### config.mk
export PLATFORM = sky130hd
export DESIGN_NAME = conway_serial_sequencer
export DESIGN_NICKNAME = d
export VERILOG_FILES = /design/src/rtl/conway_pkg.sv /design/src/rtl/conway_serial_sequencer.sv
export SDC_FILE = /design/constraint.sdc
export NUM_CORES = 1
export LEC_CHECK = 0
export BUFFER_PORTS_ARGS = -buffer_cell sky130_fd_sc_hd__buf_4
export CORE_ASPECT_RATIO = 0.5
export CORE_MARGIN = 1
export CORE_UTILIZATION = 55
export CTS_CLUSTER_DIAMETER = 120
export DETAILED_ROUTE_END_ITERATION = 10
export PLACE_DENSITY = 0.79
export SYNTH_ARGS = -nofsm -noshare
export SYNTH_HDL_FRONTEND = slang
export SYNTH_SLANG_ARGS = --single-unit
export TNS_END_PERCENT = 10
### constraint.sdc
create_clock -name CLK -period 3.4 [get_ports CLK]
set_input_delay 0.34 -clock CLK [delete_from_list [all_inputs] [get_ports CLK]]
set_output_delay 0.34 -clock CLK [all_outputs]
set_load 0.02 [all_outputs]
### src/rtl/conway_pkg.sv
// Types and constants shared by the serial life core and its sequencer.
`timescale 1ns/1ps
package conway_pkg;

  localparam int DEFAULT_DATA_SIZE = 64;

  typedef enum logic [1:0] {
    MODE_LOAD   = 2'b00,
    MODE_RUN    = 2'b01,
    MODE_OUTPUT = 2'b10,
    MODE_STOP   = 2'b11
  } mode_t;

  typedef enum logic [2:0] {
    ST_IDLE,
    ST_LOAD,
    ST_SETTLE,
    ST_RUN,
    ST_UNLOAD
  } seq_state_t;

endpackage

### src/rtl/conway_serial_sequencer.sv
// Sequences a serial 8x8 life core through load, settle, run and unload,
// bridging the host's valid/ready bit streams to the core's serial ports.
`timescale 1ns/1ps
module conway_serial_sequencer #(
  parameter int DATA_SIZE = conway_pkg::DEFAULT_DATA_SIZE,
  parameter int GEN_WIDTH = 16
) (
  input  logic                 CLK,
  input  logic                 RESET,
  input  logic                 START,
  input  logic                 KEEP,
  input  logic [GEN_WIDTH-1:0] GEN_COUNT,
  input  logic                 IN_BIT,
  input  logic                 IN_VALID,
  output logic                 IN_READY,
  output logic                 OUT_BIT,
  output logic                 OUT_VALID,
  input  logic                 OUT_READY,
  output logic [1:0]           CORE_MODE,
  output logic                 CORE_DATA_IN,
  input  logic                 CORE_DATA_OUT,
  output logic                 BUSY,
  output logic                 DONE,
  output logic                 ERROR
);
  import conway_pkg::*;

  localparam int CNT_W = $clog2(DATA_SIZE + 1);
  localparam logic [CNT_W-1:0] LAST_BIT = CNT_W'(DATA_SIZE - 1);

  seq_state_t           state_q;
  logic [CNT_W-1:0]     bit_cnt_q;
  logic [CNT_W-1:0]     bit_cnt_d;
  logic [GEN_WIDTH-1:0] gen_q;
  logic                 done_q;
  logic                 error_q;
  mode_t                mode_d;
  logic                 data_in_d;

  assign bit_cnt_d = bit_cnt_q + CNT_W'(1);

  always_ff @(posedge CLK or posedge RESET) begin
    if (RESET) begin
      state_q   <= ST_IDLE;
      bit_cnt_q <= '0;
      gen_q     <= '0;
      done_q    <= 1'b0;
      error_q   <= 1'b0;
    end else begin
      done_q  <= 1'b0;
      error_q <= 1'b0;
      case (state_q)
        ST_IDLE: begin
          if (START) begin
            if (GEN_COUNT == '0) begin
              error_q <= 1'b1;
            end else begin
              gen_q     <= GEN_COUNT;
              bit_cnt_q <= '0;
              state_q   <= KEEP ? ST_RUN : ST_LOAD;
            end
          end
        end
        ST_LOAD: begin
          if (IN_VALID) begin
            if (bit_cnt_q == LAST_BIT) begin
              bit_cnt_q <= '0;
              state_q   <= ST_SETTLE;
            end else begin
              bit_cnt_q <= bit_cnt_d;
            end
          end
        end
        // One extra load-mode edge lets core memory capture the shifted pattern.
        ST_SETTLE: begin
          state_q <= ST_RUN;
        end
        ST_RUN: begin
          gen_q <= gen_q - GEN_WIDTH'(1);
          if (gen_q == GEN_WIDTH'(1)) begin
            bit_cnt_q <= '0;
            state_q   <= ST_UNLOAD;
          end
        end
        ST_UNLOAD: begin
          if (OUT_READY) begin
            if (bit_cnt_q == LAST_BIT) begin
              bit_cnt_q <= '0;
              done_q    <= 1'b1;
              state_q   <= ST_IDLE;
            end else begin
              bit_cnt_q <= bit_cnt_d;
            end
          end
        end
        default: state_q <= ST_IDLE;
      endcase
    end
  end

  // Stalls on either stream park the core in STOP so nothing shifts.
  always_comb begin
    mode_d    = MODE_STOP;
    data_in_d = 1'b0;
    case (state_q)
      ST_LOAD: begin
        mode_d    = IN_VALID ? MODE_LOAD : MODE_STOP;
        data_in_d = IN_BIT;
      end
      ST_SETTLE: mode_d = MODE_LOAD;
      ST_RUN:    mode_d = MODE_RUN;
      ST_UNLOAD: mode_d = OUT_READY ? MODE_OUTPUT : MODE_STOP;
      default:   mode_d = MODE_STOP;
    endcase
  end

  assign CORE_MODE    = mode_d;
  assign CORE_DATA_IN = data_in_d;
  assign IN_READY     = (state_q == ST_LOAD);
  assign OUT_VALID    = (state_q == ST_UNLOAD);
  assign OUT_BIT      = CORE_DATA_OUT;
  assign BUSY         = (state_q != ST_IDLE);
  assign DONE         = done_q;
  assign ERROR        = error_q;

endmodule

# == Word-level counts from Yosys, hierarchy flattened ==
# Index checks and enable logic that the tools add are counted.
# Widths: inputs -> output; s select.
# word_totals
reg_bits,28
latchBits,0
ram_bits,0
romBits,0
out_inout_bits,9
word_cells,57
mem_count,0
# op_classes
n_addsub,2
mul,0
div,0
order_cmp,0
n_eq_ne,13
shift,0
n_mux,29
bitwise,0
reduce_logical,8
# op_table
op,count
$mux 7,6
$mux 16,2
$pmux 16 s2,1
$pmux 7 s4,1
$mux 3,7
$eq 16x1->1 const B,1
$logic_not 16->1,1
$sub 16x1->16 const B,1
$pmux 3 s5,1
$mux 1,8
$ne 2x2->1 const B,4
$pmux 2 s4,1
$add 7x1->7 const B,1
$eq 7x6->1 const B,1
$reduce_and 7->1,1
$eq 3x2->1 const B,2
$ne 2x1->1 const B,3
$reduce_and 6->1,1
$mux 2,2
$reduce_bool 4->1,1
$eq 3x1->1 const B,1
$eq 3x3->1 const B,1
$logic_not 3->1,1
$reduce_and 3->1,1
2 further kinds,2

# == Depth between registers and ports, before layout ==
# Gate-level depths: netlist (run 1).
# depth
word_depth,4
ltp_mapped,8
ltp_nobuf,7

# == Least setup slack after synthesis (run 1) ==
# No wires, ideal clock.
# synth_timing
path_type,reg2reg
start,reg gen_q[0]
end,reg gen_q[15]
setup_time_ps,121
arrival_ps,1658
path_slack_ps,1620
path_stages_with_launch,5
path_buffers,0
cell_sequence,dfrtp_1 -> or4_4 -> or3_1 -> o22a_1 -> o22a_1
# synth_between
elab_chain_cells,2
# synth_lines
element,line,source
from (decl),conway_serial_sequencer.sv:34,logic [GEN_WIDTH-1:0] gen_q;
from (signal assigned),conway_serial_sequencer.sv:79,gen_q <= gen_q - GEN_WIDTH'(1);
$sub 16x1->16,conway_serial_sequencer.sv:79,
$pmux 16 s2,conway_serial_sequencer.sv:52,case (state_q)
# Every way passes these cells.
# A chain may end at the register's enable or synchronous reset.

# == Worst setup path in the final report (run 1) ==
# layout_timing
start,reg state_q[1]
end,reg gen_q[11]
# layout_between
elab_chain_cells,3
elab_cells_between_ends,7
# layout_lines
element,line,source
from (decl),conway_serial_sequencer.sv:31,seq_state_t state_q;
from (signal assigned),conway_serial_sequencer.sv:60,state_q <= KEEP ? ST_RUN : ST_LOAD;
$eq 3x2->1 or $logic_not 3->1 (tied branches),conway_serial_sequencer.sv:52,
$reduce_bool 2->1 (no line) or $ne 2x2->1 (tied branches),-,
$reduce_and 3->1 (no line),-,
# Several ways; a longest one is shown, not always the timed one.

==> metrics.txt, run 1 <==
R2R setup slack 1.07 ns; final-report hold violation count 0; dpl ws 1.11 ns; Total Nets Final 273; vias in the first global route 1633; maximum clock rate 429 MHz; Int Power 921 uW; Hold WC Path Type input port to asynchronous set/reset pin; Sum Neg Setup Slack 0 ns; most frequent cell after synthesis nor2_1; Crit path arrival time 2.52 ns; H-tree depth 1; Max stage delay on crit path 0.69 ns; Reg2Reg Launch Point state_q[1]$_DFFE_PP0P_; gp weighted congestion 0.915; number of buffers added on ports 30; CP Class register to register; Synth area leader dfrtp_1; DIE HEIGHT 42.6 um; Inserted Diodes 0; total net switching power 732 uW; CTS Sinks 28; Rel. slew slack 0.294; PnR worst setup slack 1.07 ns; reg2reg end gen_q[11]$_DFFE_PP0P_; postcts setup bufs 0; CTS root buf clkbuf_8; WL final 4360 um; #FFs+latches synth 28; HPWL after detailed placement 3260 um; prevailing post-synth register cell dfrtp_1; # fillers 241; antenna viol nets, final 0; row count 14; 1st-pass router iterations 4; Most Frequent Cell on Critical Path o21ai_1; crit path buf inv count 0; Netlist Area Pre-Place 1810 um^2; Max Root-Sink Buffers 2; syn_area_per_cell 8.28 um^2; share of the synthesized area in the top cell type 0.386; Mapped Cells 219; Residual DRC 0; Peak supply drop 0.000416 V; worst hold slack 0.320 ns; Multi-input gate area 1010 um^2; Worst-path clk slew 0.10 ns; initial antenna violation count 0; PD cells 781 nW/um^2; Crit. End Element register; grt met2 use 0.443; Total GRT Usage 0.256; Clock power frac 0.160; worst setup path end gen_q[11]$_DFFE_PP0P_; Synth area leaders dfrtp_1 (39%), nor2_1 (6.6%), a21oi_1 (6.3%); vias per cell 6.17; max-slew violations 0; top cells by count, synth nor2_1 (32), dfrtp_1 (28), a21oi_1 (23), nand2_1 (18), inv_1 (14); critical path depth 5; Crit. Startpoint state_q[1]$_DFFE_PP0P_; Layout area overhead 16.8%; combinational share of power 0.465; slew of the pin with the lowest slew margin 1.06 ns; Resize count post-CTS 0; Iteration-0 DRC Markers 140; Cell variety after synth 47; mean routed wirelength per cell 15.3 um; io pins 33; Seq. cell area 701 um^2; total CTS buffers 3; Vias 1759; Synth warnings 0; Seq/Total Area, Yosys 0.386; Global Route met1 Usage 0.334; Die X 83.2 um; CTS tree yes; post-cts hold buffer count 0; family with the most delay on the worst path compound AO/OA/AOI/OAI gates; M3 GR Usage 0.0610; outcome finished clean; startpoint types register; sequential power share 0.374; first-pass GRT wire length 7300 um; CP max FO 14; Tmin final 2.33 ns; worst endpoint required time 3.59 ns; Tcrit/Tclk final 0.685; ys async rst share 1.00; Post-synth EDFFs 0; Cell Chain, Critical Path nor3_2 -> nand2_1 -> o21ai_1 -> o21ai_1 -> a221oi_2; grt total ovfl 0; die area 3540 um^2; Leak 0.877 nW; initial core utilization 0.591; cells on worst reg2reg path 5; Core Footprint 3070 um^2; slowest CP cell o21ai_1; Syn Nets 246; Sw Share 0.443; gr busiest metal met2; largest net degree at the start of global routing 29; unrepaired setup endpoints after global routing false; Final setup viols 0; clk_skew 0.00165 ns; worst skew pair latency 0.28 ns; share of cells above drive strength 1 0.192; number of max-cap violations 0
-- registers in the layout (all words and copies together), names as in the netlist --
name / count
state_q: 3
bit_cnt_q: 7
DONE: 1
gen_q: 16
ERROR: 1
-- power groups by stage --
| stage | clock [mW] | sequential [mW] | combinational, mW |
|---|---|---|---|
| final | 0.265 | 0.619 | 0.769 |
| after global routing | 0.281 | 0.641 | 0.855 |
| after CTS | 0.273 | 0.613 | 0.765 |
| after detailed placement | 0 | 0.619 | 0.762 |
| after global placement | 0 | 0.616 | 0.744 |
| after floorplan | 0 | 0.559 | 0.614 |
-- cell families after synthesis --
| group | Yosys count | share of synthesized area |
|---|---|---|
| simple gates | 97 | 0.291 |
| compound gates | 65 | 0.230 |
| flops | 28 | 0.386 |
| buf+inv | 23 | 0.0559 |
| mux | 3 | 0.0166 |
| fa+ha+maj | 3 | 0.0207 |
-- per-layer routing --
metal / up-vias / share of wire
met3: 0 / 0.060
li1: 860 / -
met4: 0 / 0
met1: 839 / 0.47
met2: 60 / 0.47
met5: - / 0
-- area by class of cell --
class                   count  share of cell area
inverters                  14              0.0248
clock inverters             1              0.0142
repair buffers             31               0.110
flip-flops and latches     28               0.331
well taps                  40              0.0236
clock buffers               3              0.0195
multi-input cells         168               0.477
-- placed cells by master, fill, tap and decap left out, drive strengths merged, types with 2 or more instances in the layout --
| cell type | count |
|---|---|
| nand3 | 9 |
| a211oi | 2 |
| or4 | 3 |
| mux2i | 3 |
| nor2 | 32 |
| dfrtp | 28 |
| o21ai | 14 |
| ha | 3 |
| nor4 | 9 |
| a311oi | 4 |
| a31oi | 5 |
| clkbuf | 3 |
| nor3b | 2 |
| nand4 | 4 |
| a21oi | 23 |
| or2 | 3 |
| nor2b | 2 |
| o32ai | 3 |
| buf | 31 |
| nand2b | 4 |
| a22oi | 2 |
| nand2 | 18 |
| o22a | 2 |
| nor3 | 6 |
| inv | 14 |
-- metrics by stage --
| step | cells | total power, mW | area, um^2 | util |
|---|---|---|---|---|
| after floorplan | 219 | 1.17 | 1810 | - |
| after global placement | 281 | 1.36 | 2050 | 0.668 |
| after detailed placement | 281 | 1.38 | 2050 | 0.668 |
| after CTS | 285 | 1.65 | 2120 | 0.691 |
| after global routing | 285 | 1.78 | 2120 | 0.691 |
| final | 285 | 1.65 | 2120 | 0.691 |
-- how the worst min path moves through the flow --
stage	start	endpoint	slack, ns	cells after the start
detailed placement	gen_q[14]$_DFFE_PP0P_	gen_q[14]$_DFFE_PP0P_	0.48	1
finish	RESET	DONE$_DFF_PP0_	0.32	2
CTS	GEN_COUNT[9]	gen_q[9]$_DFFE_PP0P_	0.34	3
floorplan	RESET	DONE$_DFF_PP0_	0.41	1
global route	GEN_COUNT[9]	gen_q[9]$_DFFE_PP0P_	0.36	3
global placement	gen_q[15]$_DFFE_PP0P_	gen_q[15]$_DFFE_PP0P_	0.48	1
Note: power is estimated with default switching activity, not from simulation.
==> inputs of run 2 (changes only) <==
--- a/config.mk
+++ b/config.mk
@@ -8,10 +8,10 @@
 export BUFFER_PORTS_ARGS = -buffer_cell sky130_fd_sc_hd__buf_4
 export CORE_ASPECT_RATIO = 0.5
 export CORE_MARGIN = 1
-export CORE_UTILIZATION = 55
+export CORE_UTILIZATION = 50
 export CTS_CLUSTER_DIAMETER = 120
 export DETAILED_ROUTE_END_ITERATION = 10
-export PLACE_DENSITY = 0.79
+export PLACE_DENSITY = 0.76
 export SYNTH_ARGS = -nofsm -noshare
 export SYNTH_HDL_FRONTEND = slang
 export SYNTH_SLANG_ARGS = --single-unit
==> constraint.sdc (replaced) <==
create_clock -name CLK -period 1.92 [get_ports CLK]
set_input_delay 0.192 -clock CLK [delete_from_list [all_inputs] [get_ports CLK]]
set_output_delay 0.192 -clock CLK [all_outputs]
set_load 0.02 [all_outputs]
==> run 2 against run 1 <==
Critical path depth is 1 higher. Maximum frequency is 21% higher. Non-clock buffer count is 24 higher. Sequential share of layout area is 3.3 points lower. The flow now finishes with violations (setup timing). Sequential cell count stayed put. Critical path type unchanged. Clock skew is 0.0012 ns higher. Wire length is 12% higher. Utilization is 0.91 points lower. Die area is 9.6% higher.
==> metrics.txt, run 2 (synthesized netlist as in run 1, its figures left out) <==
initial antenna violation count 0 (unchanged); io pins 33 (unchanged); Reg2Reg Launch Point gen_q[6]$_DFFE_PP0P_; Crit. Startpoint gen_q[6]$_DFFE_PP0P_; worst endpoint required time 2.14 ns (-1.45 ns); 1st-pass router iterations 5 (+1); gp weighted congestion 0.899 (-1.7%); CP max FO 7 (-7); Total Nets Final 297 (+8.8%); CTS tree yes; max reg flops 16 (unchanged); Max stage delay on crit path 0.47 ns (-0.22 ns); vias per cell 5.85 (-5.2%); WL final 4880 um (+12%); Iteration-0 DRC Markers 151 (+7.9%); Inserted Diodes 0 (unchanged); H-tree depth 1 (unchanged); mean routed wirelength per cell 15.2 um (-0.35%); total CTS buffers 3 (unchanged); Worst-path clk slew 0.10 ns (about the same); Die X 87.2 um (+4.8%); Max Root-Sink Buffers 2 (unchanged); slowest CP cell dfrtp_2; Residual DRC 0 (unchanged); Hold WC Path Type input port to register; final-report hold violation count 0 (unchanged); Cell Chain, Critical Path nor4_2 -> nand4b_1 -> o21a_1 -> nor3b_2 -> buf_4 -> mux2i_1; startpoint types register; Final setup viols 3 (+3); Core Footprint 3450 um^2 (+13%); first-pass GRT wire length 7680 um (+5.2%); Crit. End Element register; slew of the pin with the lowest slew margin 0.500 ns (-0.558 ns); Tcrit/Tclk final 1.00 (+0.319); unrepaired setup endpoints after global routing true; reg2reg end bit_cnt_q[1]$_DFFE_PP0P_; cells on worst reg2reg path 6 (+1); Tmin final 1.93 ns (-0.402 ns); Leak 0.995 nW (+13%); PD cells 1340 nW/um^2 (+72%); Vias 1872 (+6.4%); share of cells above drive strength 1 0.294 (+0.102); Peak supply drop 0.000807 V (+94%); vias in the first global route 1629 (-0.24%); CTS Sinks 28 (unchanged); Rel. slew slack 0.667 (+0.373); largest registers gen_q: 16 flops, bit_cnt_q: 7 flops, state_q: 3 flops; failing checks setup timing; outcome finished with violations; HPWL after detailed placement 3660 um (+12%); largest net degree at the start of global routing 29 (unchanged); Total GRT Usage 0.264 (+0.00708); CP Class register to register; number of buffers added on ports 30 (unchanged); CTS root buf clkbuf_8; antenna viol nets, final 0 (unchanged); HP Start GEN_COUNT[13]; postcts setup bufs 0 (unchanged); clk_skew 0.00283 ns (+0.00118 ns); Final Instance Area 2350 um^2 (+11%); final non-filler cell total 320 (+12%); row count 15 (+1); initial core utilization 0.525 (-0.0664); # placed instances 315 (+12%); Total Power 3.17 mW (+91%); hold path endpoint gen_q[13]$_DFFE_PP0P_; R2R setup slack -0.009 ns (-1.08 ns); commonest non-fill, non-tap cell in the layout buf_4; die area 3890 um^2 (+9.6%); worst skew pair latency 0.29 ns (about the same); PnR worst setup slack -0.00871 ns (-1.08 ns); DIE HEIGHT 44.6 um (+4.6%); Layout area overhead 29.9%; commonest non-fill, non-tap cells in the layout buf_4 (53), nor2_1 (29), dfrtp_1 (27), a21oi_1 (23), nand2_1 (18); Post-DP Area 2250 um^2 (+9.7%); number of max-cap violations 0 (unchanged); Reg with most FFs gen_q; worst hold slack 0.185 ns (-0.135 ns); Crit path arrival time 2.15 ns (-0.37 ns); Sum Neg Setup Slack -0.0216 ns (-0.0216 ns); maximum clock rate 518 MHz (+21%); # fillers 292 (+21%); grt total ovfl 0 (unchanged); Hold Path Stages 3; max-slew violations 0 (unchanged)
## run 2: cell count changes in the layout (fill, tap and decap cells not counted), moves of 2 or more
cell	change
nor2_1	-3
nor2_2	+2
buf_4	+22
nor4_2	+2
nor4_1	-2
## run 2: report_power, final
group	internal, mW	switching, mW	total, mW
logic	0.782	0.978	1.76
registers	0.799	0.224	1.02
clock network	0.185	0.199	0.384
## run 2: per-stage QoR
step	setup slack, ns	util
detailed placement	0.0279	0.650
finish	-0.00871	0.682
floorplan	0.140	-
CTS	-0.00555	0.671
global placement	0.0439	0.650
global route	-0.0798	0.682
## run 2: critical path: cells and delay by family, from the launching register on
| family | cells | cell delay [ns] |
|---|---|---|
| AO/OA/AOI/OAI | 1 | 0.28 |
| multiplexers | 1 | 0.18 |
| AND/OR/NAND/NOR | 3 | 0.76 |
| flip-flops | 1 | 0.47 |
| buffers and inverters | 1 | 0.17 |
## run 2: worst max-delay path by stage
stage | to
floorplan | gen_q[15]$_DFFE_PP0P_
CTS | gen_q[11]$_DFFE_PP0P_
detailed placement | gen_q[7]$_DFFE_PP0P_
finish | bit_cnt_q[1]$_DFFE_PP0P_
global route | bit_cnt_q[5]$_DFFE_PP0P_
global placement | gen_q[15]$_DFFE_PP0P_
## run 2: cell type report
| cell class | count | area (um^2) | area share |
|---|---|---|---|
| flip-flops and latches | 28 | 702 | 0.298 |
| multi-input cells | 168 | 1050 | 0.447 |
| inverters | 14 | 52.6 | 0.0223 |
| repair buffers | 55 | 428 | 0.182 |
| clock buffers | 4 | 55.1 | 0.0234 |
| well taps | 51 | 63.8 | 0.0271 |
## run 2: what timing repair did
item,in CTS,in global routing
endpoints found under the setup margin,3,22
hold buffers,1,0
endpoints found under the hold margin,28,0
pin swaps,0,1
gates resized for setup,1,10
## run 2: routing by layer
| metal | global-route usage | part of all wire |
|---|---|---|
| met2 | 0.446 | 0.48 |
| met4 | 0.0492 | 0.0051 |
| met3 | 0.0541 | 0.077 |
| met1 | 0.359 | 0.43 |
| met5 | 0 | 0 |
